[src/rtl/mult_div_pkg.sv]
// Shared definitions for the multicycle signed multiply/divide unit.
package mult_div_pkg;

   // Default operand width; results are twice this wide.
   localparam int DEFAULT_WIDTH = 32;

   // Width of the iteration counter shared by multiply and divide.
   localparam int CNT_W = 6;

   // Sequencer states.
   typedef enum logic [1:0] {
      ST_IDLE   = 2'd0,
      ST_MULT   = 2'd1,
      ST_DIV    = 2'd2,
      ST_FINISH = 2'd3
   } md_state_t;

   // Full-width result as delivered to the HI/LO register pair.
   typedef logic [2*DEFAULT_WIDTH-1:0] result_t;

endpackage

[src/rtl/div_step.sv]
// One combinational restoring-division step on unsigned magnitudes:
// shift the next dividend bit into the partial remainder and subtract the
// divisor when it fits.
module div_step
   import mult_div_pkg::*;
#(
   parameter int WIDTH = DEFAULT_WIDTH
) (
   input  logic [WIDTH-1:0] rem_in,
   input  logic [WIDTH-1:0] divisor,
   input  logic             next_bit,
   output logic [WIDTH-1:0] rem_out,
   output logic             q_bit
);

   // The shifted partial remainder needs one extra bit before the compare.
   logic [WIDTH:0] partial_s;
   logic [WIDTH:0] diff_s;

   // Trial subtraction; keep the difference only when it does not go negative.
   always_comb begin
      partial_s = {rem_in, next_bit};
      diff_s    = partial_s - {1'b0, divisor};
      if (partial_s >= {1'b0, divisor}) begin
         q_bit   = 1'b1;
         rem_out = diff_s[WIDTH-1:0];
      end else begin
         q_bit   = 1'b0;
         rem_out = partial_s[WIDTH-1:0];
      end
   end

endmodule

[src/rtl/mult_div_unit.sv]
// Multicycle signed multiply (radix-2 Booth) and divide (restoring) unit.
// A start pulse in IDLE launches ITER iteration cycles, then FINISH registers
// hi/lo and pulses done. Divide by zero skips straight to FINISH.
module mult_div_unit
   import mult_div_pkg::*;
#(
   parameter int WIDTH = DEFAULT_WIDTH,
   parameter int ITER  = WIDTH
) (
   input  logic             clk,
   input  logic             reset_in,
   input  logic             mult_start,
   input  logic             div_start,
   input  logic [WIDTH-1:0] op_a,
   input  logic [WIDTH-1:0] op_b,
   output logic             busy,
   output logic             done,
   output logic             div_zero,
   output logic [WIDTH-1:0] hi,
   output logic [WIDTH-1:0] lo
);

   localparam logic [WIDTH-1:0] ONE_W    = {{(WIDTH-1){1'b0}}, 1'b1};
   localparam logic [CNT_W-1:0] LAST_CNT = CNT_W'(ITER - 1);

   // Two's complement negation at operand width.
   function automatic logic [WIDTH-1:0] negate(input logic [WIDTH-1:0] v);
      return (~v) + ONE_W;
   endfunction

   // Magnitude of a signed operand; the most negative value maps to itself,
   // which is correct when read as unsigned.
   function automatic logic [WIDTH-1:0] magnitude(input logic [WIDTH-1:0] v);
      return v[WIDTH-1] ? negate(v) : v;
   endfunction

   md_state_t        state_r;
   md_state_t        state_nxt_s;
   logic [CNT_W-1:0] cnt_r;

   logic accept_mult_s;
   logic accept_div_s;
   logic div_by_zero_s;
   logic last_iter_s;

   // Booth register layout: {acc (WIDTH+1), multiplier (WIDTH), q_minus_1}.
   // The accumulator carries a guard bit so subtracting the most negative
   // multiplicand cannot overflow.
   logic [WIDTH-1:0]   mcand_r;
   logic [2*WIDTH+1:0] booth_r;
   logic [2*WIDTH+1:0] booth_nxt_s;
   logic [WIDTH:0]     acc_s;
   logic [WIDTH:0]     mcand_ext_s;
   logic [WIDTH:0]     acc_new_s;

   // Divide datapath: quotient register initially holds the dividend magnitude
   // and shifts it out MSB first while quotient bits shift in.
   logic [WIDTH-1:0] rem_r;
   logic [WIDTH-1:0] quo_r;
   logic [WIDTH-1:0] dvsr_r;
   logic [WIDTH-1:0] step_rem_s;
   logic             step_q_s;
   logic             sign_a_r;
   logic             sign_b_r;
   logic             is_div_r;
   logic             dz_r;

   logic             busy_r;
   logic             done_r;
   logic             div_zero_r;
   logic [WIDTH-1:0] hi_r;
   logic [WIDTH-1:0] lo_r;

   assign busy     = busy_r;
   assign done     = done_r;
   assign div_zero = div_zero_r;
   assign hi       = hi_r;
   assign lo       = lo_r;

   div_step #(
      .WIDTH (WIDTH)
   ) u_div_step (
      .rem_in   (rem_r),
      .divisor  (dvsr_r),
      .next_bit (quo_r[WIDTH-1]),
      .rem_out  (step_rem_s),
      .q_bit    (step_q_s)
   );

   // Start qualification: only in IDLE, multiply has priority over divide.
   always_comb begin
      accept_mult_s = (state_r == ST_IDLE) && mult_start;
      accept_div_s  = (state_r == ST_IDLE) && div_start && !mult_start;
      div_by_zero_s = accept_div_s && (op_b == {WIDTH{1'b0}});
      last_iter_s   = (cnt_r == LAST_CNT);
   end

   // Next-state logic for the sequencer.
   always_comb begin
      state_nxt_s = state_r;
      case (state_r)
         ST_IDLE: begin
            if (accept_mult_s) begin
               state_nxt_s = ST_MULT;
            end else if (div_by_zero_s) begin
               state_nxt_s = ST_FINISH;
            end else if (accept_div_s) begin
               state_nxt_s = ST_DIV;
            end else begin
               state_nxt_s = ST_IDLE;
            end
         end
         ST_MULT: begin
            if (last_iter_s) begin
               state_nxt_s = ST_FINISH;
            end else begin
               state_nxt_s = ST_MULT;
            end
         end
         ST_DIV: begin
            if (last_iter_s) begin
               state_nxt_s = ST_FINISH;
            end else begin
               state_nxt_s = ST_DIV;
            end
         end
         ST_FINISH: state_nxt_s = ST_IDLE;
         default:   state_nxt_s = ST_IDLE;
      endcase
   end

   // Sequencer state register.
   always_ff @(posedge clk or negedge reset_in) begin
      if (!reset_in) begin
         state_r <= ST_IDLE;
      end else begin
         state_r <= state_nxt_s;
      end
   end

   // One Booth step: add/sub the multiplicand per {m0, q-1}, then shift right
   // arithmetically across the whole register.
   always_comb begin
      acc_s       = booth_r[2*WIDTH+1:WIDTH+1];
      mcand_ext_s = {mcand_r[WIDTH-1], mcand_r};
      case (booth_r[1:0])
         2'b01:   acc_new_s = acc_s + mcand_ext_s;
         2'b10:   acc_new_s = acc_s - mcand_ext_s;
         default: acc_new_s = acc_s;
      endcase
      booth_nxt_s = {acc_new_s[WIDTH], acc_new_s, booth_r[WIDTH:1]};
   end

   // Operand capture at the start edge and per-cycle iteration of both datapaths.
   always_ff @(posedge clk or negedge reset_in) begin
      if (!reset_in) begin
         cnt_r    <= {CNT_W{1'b0}};
         mcand_r  <= {WIDTH{1'b0}};
         booth_r  <= {(2*WIDTH+2){1'b0}};
         rem_r    <= {WIDTH{1'b0}};
         quo_r    <= {WIDTH{1'b0}};
         dvsr_r   <= {WIDTH{1'b0}};
         sign_a_r <= 1'b0;
         sign_b_r <= 1'b0;
         is_div_r <= 1'b0;
         dz_r     <= 1'b0;
      end else begin
         case (state_r)
            ST_IDLE: begin
               if (accept_mult_s) begin
                  cnt_r    <= {CNT_W{1'b0}};
                  mcand_r  <= op_a;
                  booth_r  <= {{(WIDTH+1){1'b0}}, op_b, 1'b0};
                  is_div_r <= 1'b0;
                  dz_r     <= 1'b0;
               end else if (accept_div_s) begin
                  cnt_r    <= {CNT_W{1'b0}};
                  rem_r    <= {WIDTH{1'b0}};
                  quo_r    <= magnitude(op_a);
                  dvsr_r   <= magnitude(op_b);
                  sign_a_r <= op_a[WIDTH-1];
                  sign_b_r <= op_b[WIDTH-1];
                  is_div_r <= 1'b1;
                  dz_r     <= div_by_zero_s;
               end else begin
                  cnt_r <= cnt_r;
               end
            end
            ST_MULT: begin
               booth_r <= booth_nxt_s;
               cnt_r   <= cnt_r + {{(CNT_W-1){1'b0}}, 1'b1};
            end
            ST_DIV: begin
               rem_r <= step_rem_s;
               quo_r <= {quo_r[WIDTH-2:0], step_q_s};
               cnt_r <= cnt_r + {{(CNT_W-1){1'b0}}, 1'b1};
            end
            default: begin
               cnt_r <= cnt_r;
            end
         endcase
      end
   end

   // Output registers: busy tracks the operation, FINISH publishes the result.
   always_ff @(posedge clk or negedge reset_in) begin
      if (!reset_in) begin
         busy_r     <= 1'b0;
         done_r     <= 1'b0;
         div_zero_r <= 1'b0;
         hi_r       <= {WIDTH{1'b0}};
         lo_r       <= {WIDTH{1'b0}};
      end else begin
         busy_r     <= (state_r != ST_IDLE) || accept_mult_s || accept_div_s;
         done_r     <= (state_r == ST_FINISH);
         div_zero_r <= (state_r == ST_FINISH) && dz_r;
         if (state_r == ST_FINISH) begin
            if (dz_r) begin
               hi_r <= hi_r;
               lo_r <= lo_r;
            end else if (is_div_r) begin
               lo_r <= (sign_a_r ^ sign_b_r) ? negate(quo_r) : quo_r;
               hi_r <= sign_a_r ? negate(rem_r) : rem_r;
            end else begin
               hi_r <= booth_r[2*WIDTH:WIDTH+1];
               lo_r <= booth_r[WIDTH:1];
            end
         end else begin
            hi_r <= hi_r;
            lo_r <= lo_r;
         end
      end
   end

endmodule

[config.mk]
export PLATFORM = sky130hd
export DESIGN_NAME = mult_div_unit
export DESIGN_NICKNAME = d
export VERILOG_FILES = /design/src/rtl/mult_div_pkg.sv /design/src/rtl/div_step.sv /design/src/rtl/mult_div_unit.sv
export SDC_FILE = /design/constraint.sdc
export NUM_CORES = 1
export LEC_CHECK = 0
export CORE_MARGIN = 5
export CORE_UTILIZATION = 47
export DETAILED_ROUTE_END_ITERATION = 7
export PLACE_DENSITY = 0.76
export SLEW_MARGIN = 10
export SYNTH_ARGS = -nofsm -noshare
export SYNTH_HDL_FRONTEND = slang
export SYNTH_HIERARCHICAL = 1
export SYNTH_SLANG_ARGS = --single-unit
export TNS_END_PERCENT = 5
[constraint.sdc]
create_clock -name clk -period 6.67 [get_ports clk]
set_input_delay 1.0005 -clock clk [delete_from_list [all_inputs] [get_ports clk]]
set_output_delay 1.0005 -clock clk [all_outputs]
set_load 0.1 [all_outputs]
Word level (Yosys, flattened, before mapping)
Cells that the tools add are included.

word-level totals
  ROM bits = 0
  memories kept = 0
  output and inout bits = 67
  logic and storage cells = 95
  bits in writable memories = 0
  bits in latches = 0
  bits of input ports = 68
  flip-flop bits (word level) = 273

operators by class
  shift operators = 0
  multiply operators = 0
  divide/modulo/power cells = 0
  muxes and demuxes = 30
  reduce and logical (&&, ||, !) cells = 23
  equal/unequal tests = 10
  $add $sub $neg = 8
  bitwise operators = 7
  $lt $le $gt $ge = 1

operators by type and width
  kind                                                                    number
  32-bit two-way mux                                                      11
  66-bit case mux with 2 select lines                                     1
  32-bit by 1-bit adder with 32-bit output (second input constant)        4
  32-bit NOT                                                              4
  32-bit case mux with 2 select lines                                     2
  66-bit two-way mux                                                      1
  33-bit case mux with 2 select lines                                     1
  33-bit adder                                                            1
  33-bit by 32-bit greater-or-equal comparator with 1-bit output          1
  33-bit subtractor                                                       1
  32-bit zero test                                                        1
  32-bit subtractor                                                       1
  6-bit two-way mux                                                       2
  6-bit case mux with 2 select lines                                      1
  2-bit AND reduction                                                     5
  2-bit nonzero test                                                      5
  2-bit two-way mux                                                       4
  2-bit case mux with 4 select lines                                      1
  6-bit by 1-bit adder with 6-bit output (second input constant)          1
  2-bit equality test (second input constant)                             3
  6-bit by 5-bit equality test with 1-bit output (second input constant)  1
  1-bit two-way mux                                                       6
  2-bit inequality test (second input constant)                           3
  3-bit AND reduction                                                     2
  other kinds (9)                                                         16

Longest topological paths before layout
Gate-level depths: netlist of the first run.

  depth after elaboration = 7
  gate-level depth with buffers = 18
  gate-level depth less buffers = 17

Cells and area by module
Netlist of the first run, hierarchy kept.

by module, submodules not included
  module         area each (um^2)  seq. area each (um^2)  cells an instance  instances
  mult_div_unit  16,369.4          6,806.5                1,897              1
  div_step       2,331.0           0.0                    323                1

Worst setup path after synthesis of the first run
Ideal clock, no wire load.

  path type = register to register
  from = register mcand_r[5]
  to = register booth_r[64]
  slack = 3.080 ns
  clock period less this slack = 3.590 ns
  required time = 6.546 ns
  library setup time = 0.124 ns
  stages on the path, launching flop included = 17
  buffers on the path = 1
  arrival = 3.467 ns
  cell sequence = dfrtp_1 -> nor4_1 -> and3_1 -> nand3_1 -> nor2_1 -> a21oi_1 -> xnor2_1 -> ha_1 -> clkbuf_1 -> a21oi_1 -> nor2_1 -> a211oi_1 -> o21ai_0 -> a21o_1 -> a21oi_1 -> o22ai_1 -> a211o_1

between the ends
  longest elaborated chain between the ends = 3
  elaborated cells between the ends (all ways) = 4
  those cells by class = add/sub (2); mux (2)

ends and longest elaborated chain
  item                                                      line                                        RTL
  start, declared                                           mult_div_unit.sv:49                         logic [WIDTH-1:0] mcand_r;
  start signal, assigned                                    mult_div_unit.sv:158                        mcand_r <= {WIDTH{1'b0}};
  start signal, assigned                                    mult_div_unit.sv:172                        mcand_r <= op_a;
  33-bit subtractor / 33-bit adder (equally long branches)  mult_div_unit.sv:148, mult_div_unit.sv:147
  33-bit case mux with 2 select lines (*)                   mult_div_unit.sv:146                        case (booth_r[1:0])
  66-bit case mux with 2 select lines (*)                   mult_div_unit.sv:168                        case (state_r)
  end signal, assigned                                      mult_div_unit.sv:159                        booth_r <= {(2*WIDTH+2){1'b0}};
  end signal, assigned                                      mult_div_unit.sv:173                        booth_r <= {{(WIDTH+1){1'b0}}, op_b, 1'b0};
  end signal, assigned                                      mult_div_unit.sv:190                        booth_r <= booth_nxt_s;
  end, declared                                             mult_div_unit.sv:50                         logic [2*WIDTH+1:0] booth_r;

Every way passes the cells marked *; elsewhere a longest branch is shown, timed or not.
A chain may end at the register's enable or synchronous reset.

Final worst setup path of the first run
  from = register booth_r[0]
  to = register booth_r[64]

between the ends
  longest elaborated chain between the ends = 3
  elaborated cells between the ends (all ways) = 4
  those cells by class = eq/ne (2); mux (2)

ends and longest elaborated chain
  item                                                                                          line
  2-bit equality test / 2-bit by 1-bit equality test with 1-bit output (equally long branches)  mult_div_unit.sv:146
  33-bit case mux with 2 select lines (*)                                                       mult_div_unit.sv:146
  66-bit case mux with 2 select lines (*)                                                       mult_div_unit.sv:168

Marks and branches as above.

==> flow_summary.ini, run 1 <==
[run_status]
status = completed

[global_route]
grtUsageTotal_pct = 24.5
antenna_found_initial = 0
grt_max_degree = 181
grt_pass1_vias = 16000
grt-ovfl-total = 0
grt_pass1_wl_um = 88200

[finish]
syn_to_final_growth_pct = 14.9
nNetsFinal = 2429
antenna_cells = 0
drive_gt1_share_pct = 7.11
fill_cells = 3542

[yosys]
yosys.area.top_type_share_pct = 36.4
synth_seq_cells = 272
synth.yosys.seq_area_share_pct = 36.4
synthMuxAreaShare_pct = 7.17
synth_common_cells = 386 x nand2_1, 272 x dfrtp_1, 196 x o21ai_0, 124 x o21ai_1, 114 x a21oi_1
syn_avg_cell_area_sq_um = 8.42
synthXorXnorAreaFrac_pct = 9.23
yosysTopAreaCell = dfrtp_1
syn-cell-area_sq_um = 18700
synth_fa_ha_area_share_pct = 5.23
synth_fp_nets = 2365
synth_enable_flop_cells = 0
synth-simple-area-share_pct = 18.0
ys.flop_type = dfrtp_1
ys_warn_count = 6
yosysUniqueCellTypes = 77
synth_top_family_by_area = compound AO/OA/AOI/OAI gates
synthCells = 2220
synthTopCellsByArea = dfrtp_1 36%, nand2_1 7.7%, o21ai_0 5.2%
synth.most_common_cell = nand2_1
synth-async-reset-ratio_pct = 100
synth_compound_area_share_pct = 20.0

[critical_path]
cp.arrival_ns = 4.79
critPathLaunch = booth_r[0]
critPathMaxFanout = 33
required_ns = 7.13
critical_path_class = register to register
r2r_slack_ns = 2.34
end_kind = register
r2r-start = booth_r[0]
startpoint_type = register

[power]
p_sw_w = 0.00623
ir_worst_vdd_mv = 0.440
clkPwrFrac_pct = 15.0
p_sw_share_pct = 51.6
seq_power_share_pct = 25.1
powerDensity_nw_per_um2 = 562
combPwrFrac_pct = 59.9
internal_power_w = 0.00585
leakagePower_nw = 9.51

[sta]
whs_ns = 0.422
setup_tns_ns = 0
hold_viol_final = 0
fin_crit_ns = 4.33
rsz0062_at_grt = false
finClkSkew_ns = 0.0127
fmax_mhz = 231
finalSetupViolCount = 0
finalMaxSlewViolations = 0
worst_pin_slew_ns = 1.17
min_period_over_period_pct = 65.0
relSlewSlack_pct = 22.0

[drt]
drtIter0Drc = 1320
vias = 16600
dr.pass1.iters = 6
ant_nets = 0
wl_um = 55400
drc = 0
wl_per_cell_um = 19.6
vias_per_cell = 5.87

[placement]
hpwl_um = 42400
place.gp.congestion = 0.976
io_buffers = 134

[hold_path]
min_path_type = input pin to asynchronous set/reset pin

[cts]
cts_resized = 0
cts_tree = done
htreeDepth = 1
insertion_delay_ns = 0.58
cts_sinks = 272
numCtsBuffers = 31
post_cts_buffers = 0
hold_buffers = 0
path_clk_slew_ns = 0.06
root_buffer = clkbuf_16
cts_max_path_buffers = 3

[die]
start_util_pct = 47.3
fp.dieW_um = 209
dieArea_sq_um = 43900
num_io_pins = 135
die_h_um = 209
core_area_sq_um = 39500
rows = 73

[flow_run]
cap_violations = 0
## worst paths after layout
kind / to / cells past startpoint
worst min-delay path: lo[3] / 1
worst max register to register: booth_r[64] / 12
worst max-delay path: booth_r[64] / 12
max in group asynchronous: booth_r[44] / 2
min in group clk: dvsr_r[31] / 2
worst min register to register: dvsr_r[31] / 2
## cells by family after synthesis
group	count (synthesis)
AO/OA/AOI/OAI	628
XOR/XNOR	197
adder cells (fa/ha/maj)	77
buffers and inverters	194
flip-flops	272
multiplexers	123
AND/OR/NAND/NOR	729
## placed cells by master, fill, tap and decap left out, drive strengths merged, types with 17 or more instances in the layout
cell type,instances
nand4,21
xor2,97
mux2i,63
a21o,18
a22oi,17
clkdlybuf4s50,133
clkbuf,45
nand3,63
a21oi,116
nor3,36
ha,75
nand2,386
nor2,101
o21ai,323
o41ai,19
o31ai,35
dfrtp,272
mux2,60
a31oi,19
xnor2,100
or3,23
inv,78
## metal layers
layer  vias up  share of wire (%)  global-route usage [%]
li1       7994                  -                       -
met1      7991                 43                    33.4
met2       536                 48                    40.9
met3       110                5.7                    2.94
met4         0                3.3                    7.79
met5         -                  0                       0
## metrics by stage
step	util [%]	cell area [sq um]	std cells	power, W	worst slack [ns]
after floorplan	-	18700	2220	0.00827	3.08
after global placement	51.6	20400	2776	0.0100	2.57
after detailed placement	51.6	20400	2776	0.0102	2.43
after CTS	54.3	21500	2832	0.0120	2.44
after global routing	54.3	21500	2832	0.0129	2.05
final	54.3	21500	2832	0.0121	2.34
## registers in the layout, indices dropped and copies added (netlist names), 2 cells and up
register,flops
rem_r,32
mcand_r,32
state_r,2
cnt_r,6
hi,32
dvsr_r,32
lo,32
quo_r,32
booth_r,65
## final cells by class
class                           count  area [sq um]  area share [%]
Clock buffer                       45           908            4.23
Tap cell                          525           657            3.06
Timing Repair Buffer              147          1460            6.78
Clock inverter                     11           178           0.827
Sequential cell                   272          6810            31.7
Inverter                           78           293            1.36
Multi-Input combinational cell   1754         11200            52.1
## worst max-delay path, stage by stage (launching register included)
cell and delay [ns]:
dfrtp_1 0.38, inv_1 0.06, ha_1 0.87, mux2i_1 0.31, fa_1 0.51, a21o_1 0.20, a221oi_1 0.50, a21oi_1 0.21
a31o_2 0.32, o21bai_1 0.29, a21oi_1 0.13, and4_1 0.21, a211o_1 0.22
## power groups by stage
stage / registers [W] / logic, W / clock network [W]
floorplan: 0.00397 / 0.00430 / 0
global placement: 0.00300 / 0.00702 / 0
detailed placement: 0.00304 / 0.00715 / 0
CTS: 0.00301 / 0.00718 / 0.00184
global route: 0.00311 / 0.00784 / 0.00192
finish: 0.00303 / 0.00723 / 0.00181
(Power assumes the default switching activity.)
==> run 2: changes to the inputs <==
--- a/config.mk
+++ b/config.mk
@@ -8,7 +8,7 @@
 export CORE_MARGIN = 5
 export CORE_UTILIZATION = 47
 export DETAILED_ROUTE_END_ITERATION = 7
-export PLACE_DENSITY = 0.76
+export PLACE_DENSITY = 0.79
 export SLEW_MARGIN = 10
 export SYNTH_ARGS = -nofsm -noshare
 export SYNTH_HDL_FRONTEND = slang
==> constraint.sdc (replaced) <==
create_clock -name clk -period 3.76 [get_ports clk]
set_input_delay 0.564 -clock clk [delete_from_list [all_inputs] [get_ports clk]]
set_output_delay 0.564 -clock clk [all_outputs]
set_load 0.1 [all_outputs]
==> run 2 against run 1 <==
Compared with the run above:
- the run now ends with negative hold slack left
- register-to-register slack lost 2.2 ns
- total power grew 84%
- via count grew 2.8%
- combinational power grew 91%
- wire length grew 2.4%
- clock power grew 70%
- worst setup slack lost 2.2 ns
- critical path type unchanged
==> flow_summary.ini, run 2 (synthesis gave the netlist of run 1 again) <==
[cts]
path_clk_slew_ns = 0.06
hold_buffers = 0
insertion_delay_ns = 0.60
cts_sinks = 272
root_buffer = clkbuf_16
cts_tree = done
cts_max_path_buffers = 3
numCtsBuffers = 30
htreeDepth = 1

[sta]
whs_ns = -0.0293
min_period_over_period_pct = 97.1
fmax_mhz = 274
finalSetupViolCount = 0
fin_crit_ns = 3.65
finClkSkew_ns = 0.0452
worst_pin_slew_ns = 1.24
rsz0062_at_grt = true
hold_viol_final = 22
relSlewSlack_pct = 17.2
setup_tns_ns = 0
finalMaxSlewViolations = 0

[critical_path]
critPathTopFamily = compound AO/OA/AOI/OAI gates
max_stage_delay_ns = 0.45
critPathBufInv = 2
end_kind = register
critPathMaxFanout = 5
startpoint_type = register
critical_path_class = register to register
crit_slowest_cell = dfrtp_1
path_cells = nor4_2, buf_4, and3_1, nand3_1, buf_4, nor2_2, a21oi_1, xnor2_1, ha_1, a21oi_1, nor2_1, a211oi_2, o21ai_0, a21o_1, a21oi_1, o22ai_1, a211o_1
cp.arrival_ns = 4.11
required_ns = 4.21
cp_common_cell = a21oi_1

[drt]
drtIter0Drc = 1345
dr.pass1.iters = 6
drc = 0
wl_per_cell_um = 19.5
vias_per_cell = 5.87
vias = 17100
ant_nets = 0
wl_um = 56700

[power]
powerDensity_nw_per_um2 = 1000
ir_worst_vdd_mv = 1.05
leakagePower_nw = 9.94

[flow_run]
cap_violations = 0

[global_route]
grtUsageTotal_pct = 25.1
grt-ovfl-total = 0
grt_max_degree = 98
grt_pass1_vias = 16400
antenna_found_initial = 2
grt_pass1_wl_um = 90100

[finish]
multi_input_area_sq_um = 11300
ff_latch_area_sq_um = 6810
drive_gt1_share_pct = 11.2
mostFrequentLayoutCell = nand2_1
final_cell_mix = 385 x nand2_1, 271 x dfrtp_1, 195 x o21ai_0
largest_register_ffs = 65
nNetsFinal = 2506
fill_cells = 3520
syn_to_final_growth_pct = 18.7
top_register = booth_r

[placement]
hpwl_um = 44000
io_buffers = 134
place.gp.congestion = 0.953

[run_status]
status = complete, but fails checks
violations = negative hold slack

[hold_path]
min_path_type = input pin to asynchronous set/reset pin

[die]
rows = 73
start_util_pct = 47.3
core_area_sq_um = 39500
die_h_um = 209
fp.dieW_um = 209
dieArea_sq_um = 43900
num_io_pins = 135
## run 2: through the flow
| step | cell area (sq um) | setup WS [ns] | utilization, % | power [W] | instances |
|---|---|---|---|---|---|
| after floorplan | 18700 | 0.170 | - | 0.0147 | 2220 |
| after global routing | 22200 | -0.200 | 56.1 | 0.0237 | 2909 |
| after detailed placement | 21100 | -0.0366 | 53.2 | 0.0189 | 2854 |
| after global placement | 21100 | -0.00900 | 53.2 | 0.0186 | 2854 |
| after CTS | 22100 | 0.0306 | 55.9 | 0.0220 | 2909 |
| final | 22200 | 0.107 | 56.1 | 0.0222 | 2911 |
## run 2: final cells by class
class / count / share of cell area [%]
antenna: 2 / 0.0225
clock buffer: 36 / 3.66
clock inverter: 19 / 1.00
inverter: 78 / 1.32
multi-input combinational: 1754 / 50.8
sequential: 272 / 30.7
tap: 525 / 2.96
timing repair buffer: 225 / 9.53
## run 2: routing by layer
metal	part of all wire (%)	routed length [um]	track usage (%)
met1	43	24400	34.1
met2	46	26200	41.0
met3	6.4	3630	3.42
met4	4.3	2440	9.41
met5	0	0	0
## run 2: power by group
part	switching (W)	leakage, nW	total, W	internal, W
clock network	0.00130	0.509	0.00307	0.00177
registers	0.00133	3.47	0.00541	0.00408
logic	0.00886	5.96	0.0138	0.00490
total	0.0115	9.94	0.0222	0.0107
## run 2: worst paths after layout
path | from | end | slack, ns | cells past startpoint
worst min register to register | dvsr_r[14] | dvsr_r[14] | 0.48 | 2
max in group asynchronous | reset_in | rem_r[7] | 2.70 | 2
worst min-delay path | reset_in | lo[14] | -0.03 | 1
min in group clk | dvsr_r[14] | dvsr_r[14] | 0.48 | 2
worst max-delay path | mcand_r[5] | booth_r[64] | 0.11 | 17
worst max register to register | mcand_r[5] | booth_r[64] | 0.11 | 17
## run 2: what timing repair did
action                     in CTS  in global routing
pin swaps                       0                  4
gates resized for setup         3                 20
setup endpoints to repair       2                 11
setup buffers                   0                  0
cloned                          0                  0
